--- config.mk ---
export PLATFORM = sky130hd
export DESIGN_NAME = rgb_sequencer
export DESIGN_NICKNAME = d
export VERILOG_FILES = /design/src/rtl/rgb_pkg.sv /design/src/rtl/rgb_dwell_timer.sv /design/src/rtl/rgb_sequencer.sv
export SDC_FILE = /design/constraint.sdc
export NUM_CORES = 1
export LEC_CHECK = 0
export ABC_AREA = 0
export CAP_MARGIN = 20
export CORE_MARGIN = 4
export CORE_UTILIZATION = 40
export DETAILED_ROUTE_END_ITERATION = 16
export SLEW_MARGIN = 10
export SYNTH_ARGS = -nofsm -noshare
export SYNTH_HDL_FRONTEND = slang
export SYNTH_HIERARCHICAL = 1
export SYNTH_SLANG_ARGS = --single-unit
--- constraint.sdc ---
create_clock -name clk -period 2.6 [get_ports clk]
set_input_delay 0.52 -clock clk [delete_from_list [all_inputs] [get_ports clk]]
set_output_delay 0.52 -clock clk [all_outputs]
set_load 0.05 [all_outputs]
--- src/rtl/rgb_pkg.sv ---
// Shared constants for the RGB light sequencer.
// Mode encodings, direction states and default widths.
package rgb_pkg;

  localparam logic [1:0] MODE_FWD      = 2'b00;
  localparam logic [1:0] MODE_REV      = 2'b01;
  localparam logic [1:0] MODE_PINGPONG = 2'b10;
  localparam logic [1:0] MODE_HOLD     = 2'b11;

  typedef enum logic {
    DIR_UP   = 1'b0,
    DIR_DOWN = 1'b1
  } dir_e;

  localparam int DEF_NUM_COLORS = 3;
  localparam int DEF_DWELL_W    = 8;

endpackage

--- src/rtl/rgb_dwell_timer.sv ---
// Dwell counter: ticks once every dwell+1 running cycles.
// Compare is >= so a shrinking dwell never lets cnt run away.
module rgb_dwell_timer
  import rgb_pkg::*;
#(
  parameter int DWELL_W = DEF_DWELL_W
) (
  input  logic               clk,
  input  logic               rst_n,
  input  logic               run,
  input  logic               clr,
  input  logic [DWELL_W-1:0] dwell,
  output logic               tick
);

  logic [DWELL_W-1:0] cnt_q;
  logic [DWELL_W-1:0] cnt_d;

  assign tick = run && (cnt_q >= dwell);

  always_comb begin
    cnt_d = cnt_q;
    unique case (1'b1)
      clr:     cnt_d = '0;
      run:     cnt_d = tick ? '0 : cnt_q + 1'b1;
      default: ;
    endcase
  end

  always_ff @(posedge clk or negedge rst_n) begin
    if (!rst_n) begin
      cnt_q <= '0;
    end else begin
      cnt_q <= cnt_d;
    end
  end

endmodule

--- src/rtl/rgb_sequencer.sv ---
// One-hot colour sequencer with fwd/rev/ping-pong/hold modes.
// Index 0 maps to the light MSB; all outputs are registered.
module rgb_sequencer
  import rgb_pkg::*;
#(
  parameter  int NUM_COLORS = DEF_NUM_COLORS,
  parameter  int DWELL_W    = DEF_DWELL_W,
  localparam int IDX_W      =
    (NUM_COLORS > 1) ? $clog2(NUM_COLORS) : 1
) (
  input  logic                  clk,
  input  logic                  rst_n,
  input  logic                  en,
  input  logic [1:0]            mode,
  input  logic [DWELL_W-1:0]    dwell,
  output logic [NUM_COLORS-1:0] light,
  output logic [IDX_W-1:0]      idx,
  output logic                  step
);

  localparam logic [IDX_W-1:0] LAST =
    IDX_W'(NUM_COLORS - 1);
  localparam logic [NUM_COLORS-1:0] LIGHT_RST =
    NUM_COLORS'(1) << (NUM_COLORS - 1);

  logic                  hold;
  logic                  run;
  logic                  clr;
  logic                  tick;
  logic [IDX_W-1:0]      idx_q;
  logic [IDX_W-1:0]      idx_d;
  dir_e                  dir_q;
  dir_e                  dir_d;
  logic [NUM_COLORS-1:0] light_q;
  logic [NUM_COLORS-1:0] light_d;
  logic                  step_q;

  assign hold = (mode == MODE_HOLD);
  assign run  = en && !hold;
  assign clr  = en && hold;

  rgb_dwell_timer #(
    .DWELL_W (DWELL_W)
  ) u_timer (
    .clk   (clk),
    .rst_n (rst_n),
    .run   (run),
    .clr   (clr),
    .dwell (dwell),
    .tick  (tick)
  );

  always_comb begin
    idx_d = idx_q;
    dir_d = dir_q;
    if (tick && (NUM_COLORS > 1)) begin
      unique case (1'b1)
        mode == MODE_FWD:
          idx_d = (idx_q == LAST) ? '0 : idx_q + 1'b1;
        mode == MODE_REV:
          idx_d = (idx_q == '0) ? LAST : idx_q - 1'b1;
        mode == MODE_PINGPONG && dir_q == DIR_UP: begin
          if (idx_q == LAST) begin
            dir_d = DIR_DOWN;
            idx_d = idx_q - 1'b1;
          end else begin
            idx_d = idx_q + 1'b1;
          end
        end
        mode == MODE_PINGPONG && dir_q == DIR_DOWN: begin
          if (idx_q == '0) begin
            dir_d = DIR_UP;
            idx_d = idx_q + 1'b1;
          end else begin
            idx_d = idx_q - 1'b1;
          end
        end
        default: ;
      endcase
    end
  end

  always_comb begin
    light_d = '0;
    for (int i = 0; i < NUM_COLORS; i++) begin
      light_d[i] = (int'(idx_d) == NUM_COLORS - 1 - i);
    end
  end

  always_ff @(posedge clk or negedge rst_n) begin
    if (!rst_n) begin
      idx_q   <= '0;
      dir_q   <= DIR_UP;
      light_q <= LIGHT_RST;
      step_q  <= 1'b0;
    end else begin
      idx_q   <= idx_d;
      dir_q   <= dir_d;
      light_q <= light_d;
      step_q  <= tick;
    end
  end

  assign light = light_q;
  assign idx   = idx_q;
  assign step  = step_q;

endmodule

==> results.toml <==
[drt]
post_drt_wl_per_cell_um = 13.30
vias = 919
routed_wl_um = 2314
drt-initial-drc-count = 40
antenna_left = 0
avgViaCountPerCell = 5.282
drtPass1Iterations = 5
drc = 0

[yosys]
netlist_area_um2 = 1142
synthesis.nets = 143
synth-seq-cells = 15
synth_edf_count = 0
synth_top_area_share_pct = 30.67
synth.avg_cell_area_um2 = 10.02
ys.flop_type = "dfrtp_1"
ys_top_cells_by_area = "dfrtp_1 31%, ha_1 18%, inv_1 3.6%"
synthTopCellsByCount = "16 x ha_1, 14 x dfrtp_1, 11 x inv_1, 10 x nand2_1, 7 x nor2_1"
yosysSeqAreaShare_pct = 32.97
synth.most_common_cell = "ha_1"
synth_cells = 114
ys.warnings.count = 6
ys_types = 40
synthArstFlopShare_pct = 100.0
yosysTopAreaCell = "dfrtp_1"

[critical_path]
reg2reg_depth = 8
worstPathArrival_ns = 2.66
cp.required_ns = 2.77
start_kind = "primary input"
endpoint_kind = "flip-flop"
crit_fanout = 7
critPathKind = "in -> reg"
r2r_end = "light[0]"
reg2reg_slack_ns = 0.39
rr_startpoint = "u_timer/cnt_q[1]"

[grt]
grt_first_pass_wirelength_um = 3795
track_usage_pct = 13.34
grt_pass1_vias = 861
antenna_found_initial = 0
grt_max_degree = 16
grt_overflow = 0

[min_path]
worstHoldPathType = "reg -> reg"
hold_start = "dir_q"
hold-path-endpoint = "dir_q"
min_path_cells = 1

[die]
die_area_um2 = 3775
io_pins = 19
initial_utilization_pct = 41.78
die_h_um = 61.44
row_count = 19
coreArea_um2 = 2734
die_w_um = 61.44

[clocking]
worstSkewPairLatency_ns = 0.28
cts_sinks = 15
clockRootBuffer = "clkbuf_4"
clk_pin_slew_ns = 0.08
cts_tree = "yes"
htree_levels = 1
cts_hold_buf = 0
cts-buffers-inserted = 3
cts_max_path_buffers = 2

[power]
powerDensity_nw_per_um2 = 676.9
power.total_uw = 979.1
ir_drop_uv = 639.3
p_leak_nw = 0.7166

[timing]
fin_crit_sh_pct = 95.52
min_period_ns = 2.483
max_slew_margin_pct = 54.98
setup_viol = 0
holdWs_ns = 0.5282
fin_ws_ns = 0.1165
rsz0062_at_grt = "false"
fmax_mhz = 402.7
fin_worst_skew_ns = 0.003679
slew_violations = 0
max_slew.worst_pin.slew_ns = 0.6732
hold_viol = 0

[placement]
place_area_um2 = 1411
place_ws_ns = -0.3212
hpwl_um = 1830
port_buffers = 18
gp_congestion = 0.7502

[final_layout]
post-route-cell-area_um2 = 1446
utilization_pct = 52.91
area_delta_synth_final_pct = 26.62
n_antenna_cell = 0
drive_gt1_share_pct = 18.18
nets = 173

[status]
status = "completed"

[job]
drv_cap = 0
[repair_timing]
action	CTS	global route
resized for setup	0	1
pin swaps	1	1
setup buffers	1	0
endpoints found under the setup margin	1	2
[through the flow]
stage / TNS (ns) / instances
6_report: 0 / 174
2_1_floorplan: 0 / 114
3_5_place_dp: -1.161 / 169
5_1_grt: 0 / 174
3_3_place_gp: -0.6282 / 169
4_1_cts: 0 / 174
[power by group]
part	switching (mW)	total [mW]	internal, mW
clock	0.0710	0.130	0.0594
sequential	0.0613	0.351	0.290
combinational	0.262	0.497	0.236
total	0.394	0.979	0.585
[cell families after synthesis]
kind of cell,count (synthesis),share of synthesized area (%)
DFF,15,32.97
adders and majority gates,16,17.52
muxes,2,2.190
buffers and inverters,13,5.586
AOI/OAI and AO/OA,24,19.39
and+or+nand+nor,44,22.35
[worst max-delay path, cell delays in order]
cell and delay (ns):
clkdlybuf4s50_1 0.45, inv_1 0.04, ha_1 0.33, a2111oi_4 0.39
o31ai_1 0.12, and2_2 0.26, nand2_1 0.08, mux2i_1 0.08
a21oi_2 0.20, and2b_1 0.20
[worst max-delay path by stage]
stage / start / endpoint / depth (start not counted)
2_1_floorplan: dwell[0] / light[0] / 9
3_3_place_gp: dwell[0] / light[0] / 10
3_5_place_dp: dwell[0] / light[0] / 10
4_1_cts: dwell[1] / light[0] / 10
5_1_grt: dwell[1] / light[0] / 10
6_report: dwell[1] / light[0] / 10
[sequential cells by signal, indices dropped and copies added, names as in the netlist]
signal and cells:
light 3, dir_q 1, u_timer/cnt_q 8, idx 2, step 1
[final cells by class]
class | instances | area (um^2)
fill | 248 | 1287
multi-input combinational | 86 | 703.2
sequential | 15 | 376.6
timing repair buffer | 27 | 260.3
inverter | 11 | 41.29
tap | 31 | 38.79
clock buffer | 4 | 26.28
[per-layer routing]
metal,share of wire (%),up-vias,GRT usage (%)
met5,0,-,0
met4,0.43,0,3.636
met3,5.0,2,2.516
met2,46,18,21.45
met1,48,435,18.37
li1,-,464,-
[placed cells by master (no fill, tap or decap), types with 2 or more instances in the layout]
master           netlist  routed
nor3_1                 3       3
clkbuf_4               0       3
inv_1                 11      11
a21o_1                 3       3
nand3_1                4       4
ha_1                  16      16
nor2b_1                3       3
dfrtp_1               14      14
nor2_1                 7       7
a211o_1                4       4
o21ai_0                3       3
nand4_1                2       2
buf_4                  0       8
nand2b_1               2       2
nand2_1               10      10
a21oi_1                4       4
clkdlybuf4s50_1        0      18
Note: power is estimated with default switching activity, not from simulation.
